$ cat src/rtl/cmpmul_acc_collector.sv
// Sums every NACC complex products from a non-stallable valid-only stream and
// queues the finished sums in a small FWFT FIFO behind an AXI-Stream master.
module cmpmul_acc_collector #(
  parameter int DATALEN    = 16,
  parameter int ACCLEN     = 24,
  parameter int NACC       = 8,
  parameter int FIFO_DEPTH = 4
) (
  input  logic                            clk,
  input  logic                            rst,
  input  logic                            clr,
  input  logic                            s_axis_prod_tvalid,
  input  logic [2*DATALEN-1:0]            s_axis_prod_tdata,
  output logic                            m_axis_sum_tvalid,
  input  logic                            m_axis_sum_tready,
  output logic [2*ACCLEN-1:0]             m_axis_sum_tdata,
  output logic [$clog2(FIFO_DEPTH):0]     fifo_level,
  output logic                            overflow
);

  localparam int CW = (NACC > 1) ? $clog2(NACC) : 1;
  localparam int PW = (FIFO_DEPTH > 1) ? $clog2(FIFO_DEPTH) : 1;
  localparam int LW = $clog2(FIFO_DEPTH) + 1;
  localparam logic [CW-1:0] LAST_TERM = CW'(NACC - 1);
  localparam logic [LW-1:0] FULL_LEVEL = LW'(FIFO_DEPTH);
  localparam logic SINGLE_TERM = (NACC == 1);

  // ---------------------------------------------------------------------------
  // Accumulator
  // ---------------------------------------------------------------------------
  logic [2*ACCLEN-1:0] acc_q, acc_d;
  logic [CW-1:0]       cnt_q, cnt_d;
  logic [2*ACCLEN-1:0] sum_w;
  logic                first_term;
  logic                complete;

  // A clear on the same cycle as a beat restarts the sum with that beat.
  assign first_term = clr || (cnt_q == '0);

  genvar gi;
  generate
    for (gi = 0; gi < 2; gi++) begin : g_lane
      logic signed [ACCLEN-1:0] ext;
      logic signed [ACCLEN-1:0] base;
      assign ext  = ACCLEN'($signed(s_axis_prod_tdata[gi*DATALEN +: DATALEN]));
      assign base = first_term ? '0 : $signed(acc_q[gi*ACCLEN +: ACCLEN]);
      assign sum_w[gi*ACCLEN +: ACCLEN] = base + ext;
    end
  endgenerate

  assign complete = s_axis_prod_tvalid &&
                    (clr ? SINGLE_TERM : (cnt_q == LAST_TERM));

  always_comb begin
    acc_d = acc_q;
    cnt_d = cnt_q;
    if (s_axis_prod_tvalid) begin
      acc_d = sum_w;
      if (complete) begin
        cnt_d = '0;
      end else if (first_term) begin
        cnt_d = CW'(1);
      end else begin
        cnt_d = cnt_q + CW'(1);
      end
    end else if (clr) begin
      cnt_d = '0;
    end
  end

  always_ff @(posedge clk) begin
    if (rst) begin
      acc_q <= '0;
      cnt_q <= '0;
    end else begin
      acc_q <= acc_d;
      cnt_q <= cnt_d;
    end
  end

  // ---------------------------------------------------------------------------
  // FWFT output FIFO
  // ---------------------------------------------------------------------------
  logic [2*ACCLEN-1:0] mem_q [FIFO_DEPTH];
  logic [PW-1:0]       wr_ptr_q, wr_ptr_d;
  logic [PW-1:0]       rd_ptr_q, rd_ptr_d;
  logic [LW-1:0]       level_q, level_d;
  logic                overflow_q, overflow_d;
  logic                full;
  logic                pop;
  logic                push_ok;

  assign full    = (level_q == FULL_LEVEL);
  assign pop     = m_axis_sum_tvalid && m_axis_sum_tready;
  // When full, a simultaneous pop frees the head slot, which is exactly wr_ptr.
  assign push_ok = complete && (!full || pop);

  always_comb begin
    wr_ptr_d   = wr_ptr_q;
    rd_ptr_d   = rd_ptr_q;
    level_d    = level_q;
    overflow_d = overflow_q;
    if (push_ok) begin
      wr_ptr_d = wr_ptr_q + PW'(1);
    end else if (complete) begin
      overflow_d = 1'b1;
    end
    if (pop) begin
      rd_ptr_d = rd_ptr_q + PW'(1);
    end
    case ({push_ok, pop})
      2'b10:   level_d = level_q + LW'(1);
      2'b01:   level_d = level_q - LW'(1);
      default: level_d = level_q;
    endcase
  end

  always_ff @(posedge clk) begin
    if (rst) begin
      wr_ptr_q   <= '0;
      rd_ptr_q   <= '0;
      level_q    <= '0;
      overflow_q <= 1'b0;
    end else begin
      wr_ptr_q   <= wr_ptr_d;
      rd_ptr_q   <= rd_ptr_d;
      level_q    <= level_d;
      overflow_q <= overflow_d;
    end
  end

  // Storage carries no reset; the output mux below hides stale contents.
  always_ff @(posedge clk) begin
    if (!rst && push_ok) begin
      mem_q[wr_ptr_q] <= sum_w;
    end
  end

  assign m_axis_sum_tvalid = (level_q != '0);
  assign m_axis_sum_tdata  = m_axis_sum_tvalid ? mem_q[rd_ptr_q] : '0;
  assign fifo_level        = level_q;
  assign overflow          = overflow_q;

endmodule

$ cat config.mk
export PLATFORM = sky130hd
export DESIGN_NAME = cmpmul_acc_collector
export DESIGN_NICKNAME = d
export VERILOG_FILES = /design/src/rtl/cmpmul_acc_collector.sv
export SDC_FILE = /design/constraint.sdc
export NUM_CORES = 1
export LEC_CHECK = 0
export ABC_AREA = 1
export CORE_MARGIN = 2
export CORE_UTILIZATION = 50
export CTS_CLUSTER_SIZE = 8
export DETAILED_ROUTE_END_ITERATION = 10
export GPL_TIMING_DRIVEN = 1
export PLACE_DENSITY = 0.72
export SLEW_MARGIN = 0
export SYNTH_ARGS = -nofsm -noshare
export SYNTH_HDL_FRONTEND = slang
export SYNTH_SLANG_ARGS = --single-unit
$ cat constraint.sdc
create_clock -name clk -period 4.5 [get_ports clk]
set_input_delay 1.35 -clock clk [delete_from_list [all_inputs] [get_ports clk]]
set_output_delay 1.35 -clock clk [all_outputs]
set_load 0.05 [all_outputs]
# Word level (Yosys, flattened, before mapping)

Memory sizes are Yosys's and may differ from the RTL's. A register that Yosys moved wholly into a read port is not among the register bits.
Cells that the tools add are included.

Flip-flop bits (word level): 59
RAM bits: 192
Input port bits: 37
Output and inout port bits: 53
Logic and storage cells: 45
Memories kept: 1

$add $sub $neg: 7
Eq/ne operators: 4
Mux-type cells: 13
Bitwise operators: 1
Reductions and logical operators: 13

Memories:

| memory | words | bits a word | rd ports | clocked after Yosys merged registers in | wr ports | RTL line | source |
|---|---|---|---|---|---|---|---|
| mem_q  | 4     | 48          | 1        | 1                                       | 1        | 84       | `logic [2*ACCLEN-1:0] mem_q [FIFO_DEPTH];` |

Operators with widths:

| cell                                             | count |
|---|---|
| adder 24 x 16 -> 24 bit                          | 2 |
| two-way mux 24 bit                               | 2 |
| two-way mux 48 bit                               | 1 |
| two-way mux 3 bit                                | 4 |
| adder 3 x 1 -> 3 bit, second input constant      | 2 |
| == test 3 bit, second input constant             | 2 |
| one-hot mux 3 bit (2 select lines)               | 1 |
| adder 2 x 1 -> 2 bit, second input constant      | 2 |
| logical AND 1 bit                                | 4 |
| two-way mux 2 bit                                | 2 |
| nonzero test 2 bit                               | 2 |
| zero test 3 bit                                  | 1 |
| two-way mux 1 bit                                | 3 |
| nonzero test 3 bit                               | 1 |
| subtractor 3 x 1 -> 3 bit, second input constant | 1 |
| == test 2 x 1 -> 1 bit, second input constant    | 1 |
| == test 2 bit, second input constant             | 1 |
| zero test 1 bit                                  | 2 |
| logical OR 1 bit                                 | 2 |
| AND reduction 2 bit                              | 1 |
| NOT 1 bit                                        | 1 |

# Logic depth before layout (Yosys ltp)

Depth after elaboration: 7
Depth in mapped cells: 20
Gate-level depth less buffers: 18

# Least setup slack after synthesis

Ideal clock, no wire load.

Kind: input-to-reg
From: input clr
To: memory mem_q[0][0] in the netlist's numbering, enable pin
Library setup time: 0.454 ns
Arrival: 3.856 ns
Required time: 4.046 ns
Setup slack: 0.190 ns
Stages: 7
Buffers on the path: 0
Path through: inv_1 > nand3_1 > inv_1 > nand2_1 > inv_1 > nand2_1 > nor2_1

Longest elaborated chain between the ends: 6

RTL lines:

| element                                 | RTL line | source |
|---|---|---|
| start, declared                         | 11       | `input logic clr,` |
| two-way mux 1 bit                       | 52       | `(clr ? SINGLE_TERM : (cnt_q == LAST_TERM));` |
| logical AND 1 bit                       | 51       | `assign complete = s_axis_prod_tvalid &&` |
| logical AND 1 bit                       | 96       | `assign push_ok = complete && (!full \|\| pop);` |
| logical AND 1 bit                       | 134      | `if (!rst && push_ok) begin` |
| two-way mux 1 bit                       | 134      |  |
| two-way mux 1 bit (not written as such) | 135      | `mem_q[wr_ptr_q] <= sum_w;` |
| end, declared                           | 84       |  |

No other way between the ends.

==> key figures <==
Global route
  – Total track usage: 24.22%
  – Vias in the first global route: ~10000
  – Global-route wire length before repair: ~54000 um
  – Grt ovf: 0
  – Pin count of the biggest net entering global routing: slightly below 50
  – Initial antenna violation count: 0

CTS
  – TritonCTS clock tree: built
  – Post_cts resized: 0
  – Clock sink count: 253
  – Clock transition at the registers of the reported paths: 0.05 ns
  – Postcts setup bufs: 0
  – Root buffer cell: clkbuf_16
  – Num CTS Buffers: 37
  – CTS max path bufs: 3
  – H-tree depth: 2
  – Hold-fix buffer count after cts: 0
  – Clock Latency Late Sink: 0.50 ns

Synth
  – Dominant register cell in the synthesized netlist: edfxtp_1
  – Distinct cell type count after synthesis: 29
  – Post-synthesis sequential area ratio: 51.46%
  – Post-synth top area share: 42.46%
  – Post-synth top area cell: edfxtp_1
  – FF+latch count, synth: 253
  – Syn Nets: around 1800
  – Syn Area/Cell: 7.978 um^2
  – Top cells by area, synth: edfxtp_1 42%, nand2_1 9.9%, dfxtp_1 9.0%
  – Syn Std Cell Area: 13580 um^2
  – Number of synthesized flops with an enable pin: 192
  – Yosys warnings: 0
  – Mapped Cells: 1702
  – Post-synth ARST share: 0%

STA
  – Endpoints failing setup: 0
  – Clock skew: roughly 0.015 ns
  – Final worst-path cycle share: 88.36%
  – Worst slew margin: a little over half
  – RSZ-0062 raised after global routing: no
  – Fin Setup TNS: 0 ns
  – Fmax: 0.2515 GHz
  – Final setup margin: 0.5237 ns
  – Slew @ Worst Pin: between 0.6 and 0.7 ns
  – Final Max Slew Viols: 0
  – Final min period: 3.976 ns
  – Worst hold slack: 0.4554 ns
  – Number of hold violations in the final report: 0

Worst setup path
  – Arrival @ worst endpoint: 2.63 ns
  – CP required: 3.15 ns
  – Critical path endpoint category: output pin
  – Worst-path maximum fanout: 36
  – CP startpoint kind: register
  – CP Class: register to output pin

Layout
  – Area Overhead vs Synth: 20.83%
  – Leading cell type in the layout, fill and taps excluded: nand2_1
  – Nets@finish: 1890
  – N_diodes: 0
  – Share of cells above drive strength 1: 7.241%
  – Leading cell types in the layout, fill and taps excluded: 358 x nand2_1, 309 x nor2_1, 273 x inv_1
  – Final core occ: 61.21%

Floorplanning
  – Core Box Area: 26800 um^2
  – Die ar.: 28490 um^2
  – DIE WIDTH: between 150 and 200 um
  – Die height: 168.8 um
  – Core Rows: 60
  – Initial Util: 50.66%
  – Ports: 90

Worst hold path
  – Worst hold path type: register to register

Detailed routing
  – Initial DRC Count: between 900 and 1000
  – Vias per Instance: 5.210
  – Wirelength per Cell: roughly 16 um
  – Drt total wl: 34230 um
  – Residual DRC: 0
  – Initial DRT Pass Iterations: 7
  – Vias: 11270
  – ANT nets after route: 0

Place
  – Routability Congestion: 0.9476
  – Setup WS pre-CTS: 0.3873 ns
  – Post-DP HPWL: 23630 um
  – IO Port Bufs: 89

Run status
  – Status: complete, no violations

Job
  – Max Cap Violations: 0

Pwr
  – Power Density: 528.2 nW/um^2
  – Maximum vdd drop: 0.6281 mV
  – Leak pwr: 7.375 nW
  – Post-route total power: 8.666 mW
-- Yosys cell counts, drive strengths merged, types with 4 or more instances --
| library cell | instances |
|---|---|
| buf | 19 |
| clkbuf | 38 |
| nor2 | 318 |
| edfxtp | 192 |
| o21bai | 4 |
| nand4 | 11 |
| xor2 | 16 |
| inv | 274 |
| nand2 | 363 |
| dfxtp | 61 |
| a21oi | 129 |
| ha | 53 |
| nor3 | 6 |
| nand3 | 69 |
| o21ai | 135 |
-- worst max-delay path, cell delays in order (launching register included) --
cell and delay [ns]:
dfxtp_2 0.75, buf_4 0.48, nor2_1 0.09, nor2_1 0.10, o21ai_0 0.09, a21oi_1 0.40, buf_12 0.20
-- sequential cells by signal, indices dropped and copies added (netlist names), named ones only --
signal / cells
cnt_q: 3
overflow: 1
fifo_level: 3
rd_ptr_q: 2
acc_q: 48
wr_ptr_q: 2
mem_q: 192
-- where the power goes --
part	internal, mW	switching (mW)
Sequential	2.59	0.0553
Combinational	1.34	2.19
Clock	1.53	0.960
Total	5.46	3.20
-- final timing paths --
kind | start | end | slack [ns] | cells after the start
setup reg to reg | cnt_q[0] | mem_q[2][17] | 1.50 | 17
setup / recovery | register | m_axis_sum_tdata[23] | 0.52 | 6
hold / removal | rd_ptr_q[1] | register | 0.46 | 2
hold reg to reg | rd_ptr_q[1] | register | 0.46 | 2
-- per-stage QoR --
step | area (um^2) | std cells
after floorplan | 13580 | 1702
after global placement | 15360 | 2099
after detailed placement | 15360 | 2099
after CTS | 16410 | 2164
after global routing | 16410 | 2164
final | 16410 | 2164
-- logic make-up (layout without fill, tap and decap cells) --
kind of cell	Yosys count	after routing	synth area share (%)
AOI/OAI and AO/OA	271	271	10.14
xor gates and xnor gates	18	18	1.161
adders and majority gates	56	56	5.326
buffers and inverters	332	453	9.307
DFF	253	253	51.46
and+or+nand+nor	772	772	22.61
-- cell type report --
cell class                      count  area, um^2
Multi-Input combinational cell   1117        5358
Timing Repair Buffer              113        1559
Sequential cell                   253        6989
Clock inverter                      3       21.27
Tap cell                          341       426.7
Fill cell                        2218       10400
Clock buffer                       62        1020
Inverter                          275        1032
-- routing by layer --
metal / wire [um] / part of all wire (%) / global-route usage, %
met5: 0 / 0 / 0
met4: 519 / 1.5 / 5.547
met3: 2708 / 7.9 / 3.694
met2: 15320 / 45 / 38.36
met1: 15690 / 46 / 35.31
Note: power is estimated with default switching activity, not from simulation.
